**config.mk**
```make
export PLATFORM = sky130hd
export DESIGN_NAME = truth_table_sweeper_flat
export DESIGN_NICKNAME = d
export VERILOG_FILES = /design/src/rtl/truth_table_sweeper_pkg.sv /design/src/rtl/truth_table_sweeper_if.sv /design/src/rtl/truth_table_sweeper_timer.sv /design/src/rtl/truth_table_sweeper.sv /design/src/flat_wrapper.sv
export SDC_FILE = /design/constraint.sdc
export NUM_CORES = 1
export LEC_CHECK = 0
export ABC_AREA = 1
export ABC_CLOCK_PERIOD_IN_PS = 1350
export CORE_ASPECT_RATIO = 0.6
export CORE_MARGIN = 4
export CORE_UTILIZATION = 26
export DETAILED_ROUTE_END_ITERATION = 8
export PLACE_DENSITY = 0.51
export RECOVER_POWER = 50
export SKIP_LAST_GASP = 1
export SLEW_MARGIN = 40
export SYNTH_ARGS = -nofsm -noshare
export SYNTH_HDL_FRONTEND = slang
export SYNTH_SLANG_ARGS = --single-unit
```
**constraint.sdc**
```tcl
create_clock -name clk -period 1.35 [get_ports clk]
set_input_delay 0.2025 -clock clk [delete_from_list [all_inputs] [get_ports clk]]
set_output_delay 0.2025 -clock clk [all_outputs]
set_load 0.03 [all_outputs]
```
**src/rtl/truth_table_sweeper_pkg.sv**
```systemverilog
// tt_sweep_pkg: shared state encoding, row count and truth-table bit ordering
package tt_sweep_pkg;
   localparam int NUM_ROWS = 8;
   localparam logic [2:0] LAST_ROW = 3'(NUM_ROWS - 1);
   typedef enum logic [1:0] {IDLE, SETTLE, SAMPLE, FINISH} state_t;
   function automatic logic [2:0] row_bit(input logic [2:0] row);
      return LAST_ROW - row;
   endfunction
endpackage

```
**src/rtl/truth_table_sweeper_if.sv**
```systemverilog
// truth_table_sweeper_if: start/result handshake plus in1/in2/in3 -> out link to the function-under-test
interface truth_table_sweeper_if;
   logic       start;
   logic       in1;
   logic       in2;
   logic       in3;
   logic       out;
   logic       busy;
   logic       done;
   logic       match;
   logic [7:0] code;
   logic [7:0] mismatch;
   modport master (input start, out, output in1, in2, in3, busy, done, code, match, mismatch);
   modport slave  (output start, out, input in1, in2, in3, busy, done, code, match, mismatch);
endinterface

```
**src/rtl/truth_table_sweeper_timer.sv**
```systemverilog
// tt_settle_timer: loadable down-counter; expired marks the last settle cycle of a row
module tt_settle_timer #(
   parameter int SETTLE_CYCLES = 4
) (
   input  logic clk,
   input  logic reset,
   input  logic i_load,
   output logic o_expired
);
   logic [7:0] r_cnt;
   // load on entry to SETTLE so the counter reaches zero after SETTLE_CYCLES cycles
   always_ff @(posedge clk)
      if (reset) r_cnt <= '0;
      else if (i_load) r_cnt <= 8'(SETTLE_CYCLES - 1);
      else if (r_cnt != 8'd0) r_cnt <= r_cnt - 8'd1;
   assign o_expired = (r_cnt == 8'd0);
endmodule

```
**src/rtl/truth_table_sweeper.sv**
```systemverilog
// truth_table_sweeper: drives all eight rows into a 3-input function and captures its truth-table code
module truth_table_sweeper
   import tt_sweep_pkg::*;
#(
   parameter int         SETTLE_CYCLES = 4,
   parameter logic [7:0] EXPECTED      = 8'hC2
) (
   input  logic                  clk,
   input  logic                  reset,
   truth_table_sweeper_if.master bus
);
   state_t     r_state;
   logic [2:0] r_row;
   logic [7:0] r_code;
   logic [7:0] r_mismatch;
   logic       r_match;
   logic       r_busy;
   logic       r_done;
   logic [7:0] w_code_next;
   logic       w_load;
   logic       w_expired;
   logic       w_last;
   assign w_last = (r_row == LAST_ROW);
   assign w_load = (r_state == IDLE && bus.start) || (r_state == SAMPLE && !w_last);
   tt_settle_timer #(.SETTLE_CYCLES(SETTLE_CYCLES)) u_timer (
      .clk       (clk),
      .reset     (reset),
      .i_load    (w_load),
      .o_expired (w_expired)
   );
   // code with the current row's sample merged in, so match can be judged on the final sample edge
   always_comb begin
      w_code_next = r_code;
      w_code_next[row_bit(r_row)] = bus.out;
   end
   // sweep FSM; rows return to 000 after the last sample so IDLE always presents 000
   always_ff @(posedge clk)
      if (reset) begin
         r_state    <= IDLE;
         r_row      <= '0;
         r_code     <= '0;
         r_match    <= 1'b0;
         r_mismatch <= '0;
         r_busy     <= 1'b0;
         r_done     <= 1'b0;
      end else begin
         case (r_state)
            IDLE: if (bus.start) begin
               r_state    <= SETTLE;
               r_row      <= '0;
               r_code     <= '0;
               r_match    <= 1'b0;
               r_mismatch <= '0;
               r_busy     <= 1'b1;
            end
            SETTLE: if (w_expired) r_state <= SAMPLE;
            SAMPLE: begin
               r_code <= w_code_next;
               if (w_last) begin
                  r_state    <= FINISH;
                  r_row      <= '0;
                  r_done     <= 1'b1;
                  r_match    <= (w_code_next == EXPECTED);
                  r_mismatch <= w_code_next ^ EXPECTED;
               end else begin
                  r_state <= SETTLE;
                  r_row   <= r_row + 3'd1;
               end
            end
            FINISH: begin
               r_state <= IDLE;
               r_done  <= 1'b0;
               r_busy  <= 1'b0;
            end
            default: r_state <= IDLE;
         endcase
      end
   assign {bus.in1, bus.in2, bus.in3} = r_row;
   assign bus.busy     = r_busy;
   assign bus.done     = r_done;
   assign bus.code     = r_code;
   assign bus.match    = r_match;
   assign bus.mismatch = r_mismatch;
endmodule

```
**src/flat_wrapper.sv**
```systemverilog
// flat-port wrapper written by rule: the top's interface ports become plain ports
module truth_table_sweeper_flat import tt_sweep_pkg::*;
#(
   parameter int         SETTLE_CYCLES = 4,
   parameter logic [7:0] EXPECTED      = 8'hC2
)
  (clk, reset, bus_start, bus_out, bus_in1, bus_in2, bus_in3, bus_busy, bus_done, bus_code, bus_match, bus_mismatch);
  truth_table_sweeper_if bus_i ();
  input  logic clk;
  input  logic reset;
  input wire logic [$bits(bus_i.start)-1:0] bus_start;
  input wire logic [$bits(bus_i.out)-1:0] bus_out;
  output wire logic [$bits(bus_i.in1)-1:0] bus_in1;
  output wire logic [$bits(bus_i.in2)-1:0] bus_in2;
  output wire logic [$bits(bus_i.in3)-1:0] bus_in3;
  output wire logic [$bits(bus_i.busy)-1:0] bus_busy;
  output wire logic [$bits(bus_i.done)-1:0] bus_done;
  output wire logic [$bits(bus_i.code)-1:0] bus_code;
  output wire logic [$bits(bus_i.match)-1:0] bus_match;
  output wire logic [$bits(bus_i.mismatch)-1:0] bus_mismatch;
  assign bus_i.start = bus_start;
  assign bus_i.out = bus_out;
  assign bus_in1 = bus_i.in1;
  assign bus_in2 = bus_i.in2;
  assign bus_in3 = bus_i.in3;
  assign bus_busy = bus_i.busy;
  assign bus_done = bus_i.done;
  assign bus_code = bus_i.code;
  assign bus_match = bus_i.match;
  assign bus_mismatch = bus_i.mismatch;
  truth_table_sweeper #(.SETTLE_CYCLES(SETTLE_CYCLES), .EXPECTED(EXPECTED)) u_core (.clk(clk), .reset(reset), .bus(bus_i));
endmodule
```
==> results.cfg <==
[clock_tree]
cts-hold-fix-buffers = 0
clock_latency_ps = 290
cts_made_buffers = 5
cts_buffer_depth = 2
clkTransAtPathRegs_ps = 80
root_buffer = clkbuf_8
htreeDepth = 2
cts_tree = built
cts_sinks = 32

[critical_path]
worstPathRequired_ps = 1150
cp_max_fo = 3
crit_family = buffers and inverters
crit_chain = dlygate4sd2_1
worst-setup-path-type = reg2out
worst-path-buf-inv = 1
cp_slowest_cell = dlygate4sd2_1
slowest_delay_ps = 420
worst_setup_path_start_kind = flip-flop
arrival_ps = 1090
cp-end-kind = output pin

[sta]
fin_crit_sh_pct = 95.5
relSlewSlack_pct = 78.1
final-setup-viol-count = 0
worst_slack_ps = 60.8
fmax_mhz = 776
tightest_slew_ps = 326
fin_crit_ps = 1290
hold_violations = 0
fin_skew_ps = 10.2
slew_violations = 0

[route]
routed_wl_mm = 4.14
drc = 0
wl_per_cell_um = 12.3
vias_per_cell = 4.34
postRouteAntennaNets = 0
dr.pass1.iters = 4
drtIter0Drc = 58
vias = 1453

[synthesis]
synth_area_leaders = dfxtp_1 41%, nand2_1 12%, a21oi_1 7.7%, nand3_1 5.8%, inv_1 3.4%
syn_inst = 208
ys_ff_latch = 32
yosys.area.top_type_share_pct = 41.0
syn_avg_cell_area_um2 = 7.51
syn-num-nets = 216
syn-cell-area_um2 = 1560
yosys_warnings = 0
yosysTopAreaCell = dfxtp_1
synth_cell_types = 26
yosysSeqAreaShare_pct = 41.0

[layout]
regArea_um2 = 653
finalNonFillerCells = 335
n_antenna_cell = 0
multi_input_area_um2 = 866
syn_to_final_growth_pct = 42.8
fillers = 598
layout.nets = 262
drive_above_1_share_pct = 30.2

[grt]
overflow = 0
grt_max_degree = 18
grt_first_pass_wirelength_mm = 6.80
grt_use_total_pct = 11.8
antenna_found_initial = 0
grt_pass1_vias = 1408

[power]
p_leak_nw = 0.953
irDropWorstVdd_mv = 0.534
p_per_area_nw_per_um2 = 1660
p_total_w = 0.00371

[die]
core-area_um2 = 5700
fp-row-count = 21
die_w_um = 108
chipHeight_um = 68.1
die_area_um2 = 7360
start_util_pct = 27.4
io_pins = 26

[place]
place_ws_ps = -126
hpwl_mm = 2.97
dpl.cell_count = 326
gp_congestion = 0.819
numPortBuffers = 25

[flow_run]
max_cap_violations = 0

[run_status]
outcome = finished clean

[worst_hold_path]
hp-class = reg2reg
==> worst paths after layout <==
kind | from | endpoint | slack [ps] | depth (start not counted)
worst max-delay path | u_core.bus.code[5]$_SDFFE_PP0N_ | bus_code[5] | 60 | 1
worst min-delay path | u_core.bus.mismatch[7]$_SDFFE_PP0P_ | u_core.bus.mismatch[7]$_SDFFE_PP0P_ | 460 | 2
worst max register to register | u_core.r_row[1]$_SDFFE_PP0N_ | u_core.bus.match$_SDFFE_PP0P_ | 60 | 8
worst min register to register | u_core.bus.mismatch[7]$_SDFFE_PP0P_ | u_core.bus.mismatch[7]$_SDFFE_PP0P_ | 460 | 2
==> synth_stat cells (all sizes together) <==
master  number
xnor2        1
clkbuf       2
nand2       52
xor2         3
inv         23
nor2        17
nand3       22
or2          1
nor3b        1
nand4        5
a21oi       27
buf          5
ha           4
o21ai       13
dfxtp       32
==> metrics by stage <==
stage | utilization, % | setup TNS [ps] | hold WS, ps | instance area (um2)
floorplan | - | 0 | 387 | 1580
detailed placement | 35.9 | -578 | 457 | 2050
finish | 39.1 | 0 | 461 | 2230
global route | 39.1 | -5.34 | 486 | 2230
CTS | 37.5 | 0 | 465 | 2140
global placement | 35.9 | -339 | 449 | 2050
==> cells by family (layout without fill, tap and decap cells) <==
kind of cell	Yosys count	count (layout)	synth area share, %
AOI/OAI and AO/OA	40	40	14.0
xor gates and xnor gates	4	4	2.24
adders and majority gates	4	4	3.20
buffers and inverters	30	77	8.65
DFF	32	32	41.0
and+or+nand+nor	98	98	30.9
==> routing by layer <==
| metal | track usage [%] | wire (um) | up-vias |
|---|---|---|---|
| met3 | 3.39 | 160 | 2 |
| met4 | 3.31 | 15 | 0 |
| met2 | 16.6 | 1590 | 23 |
| met5 | 0 | 0 | - |
| met1 | 17.4 | 2370 | 656 |
| li1 | - | - | 772 |
==> area by class of cell <==
| type | count | share of cell area (%) |
|---|---|---|
| clock buffers | 5 | 3.08 |
| clock inverters | 3 | 1.91 |
| inverters | 23 | 4.20 |
| multi-input cells | 146 | 38.8 |
| flip-flops and latches | 32 | 29.3 |
| well taps | 80 | 4.48 |
| repair buffers | 46 | 18.3 |
==> worst register-to-register path: stages, from the launching register on <==
cell,delay [ps]
dfxtp_4,360
buf_6,150
nor2_4,160
nand3_2,100
nand2_2,90
nand2_1,60
nor2_2,110
nand3_1,80
a21oi_2,120
==> state kept, by name (all words and copies together) (netlist names) <==
| name | flops |
|---|---|
| u_core.bus.busy | 1 |
| u_core.bus.code | 8 |
| u_core.bus.done | 1 |
| u_core.bus.match | 1 |
| u_core.bus.mismatch | 8 |
| u_core.r_row | 3 |
| u_core.r_state | 2 |
| u_core.u_timer.r_cnt | 8 |
==> power breakdown <==
| part | leakage, nW | switching, W | internal [W] |
|---|---|---|---|
| clock | 0.0541 | 0.000394 | 0.000546 |
| sequential | 0.264 | 0.000153 | 0.00111 |
| combinational | 0.636 | 0.000898 | 0.000603 |
==> layout by cell type, fill, tap and decap left out, drive strengths merged, types with 3 or more instances in the layout <==
master / n
nor2: 17
clkbuf: 8
buf: 21
inv: 23
xor2: 3
clkdlybuf4s50: 3
nand4: 5
a21oi: 27
o21ai: 13
nand3: 22
dfxtp: 32
ha: 4
dlygate4sd2: 19
nand2: 52
==> what timing repair did <==
item | 4_1_cts | 5_1_grt
resized for setup | 21 | 27
buffers inserted | 0 | 1
pin swaps | 3 | 5
setup endpoints to repair | 28 | 20
(Power assumes the default switching activity.)
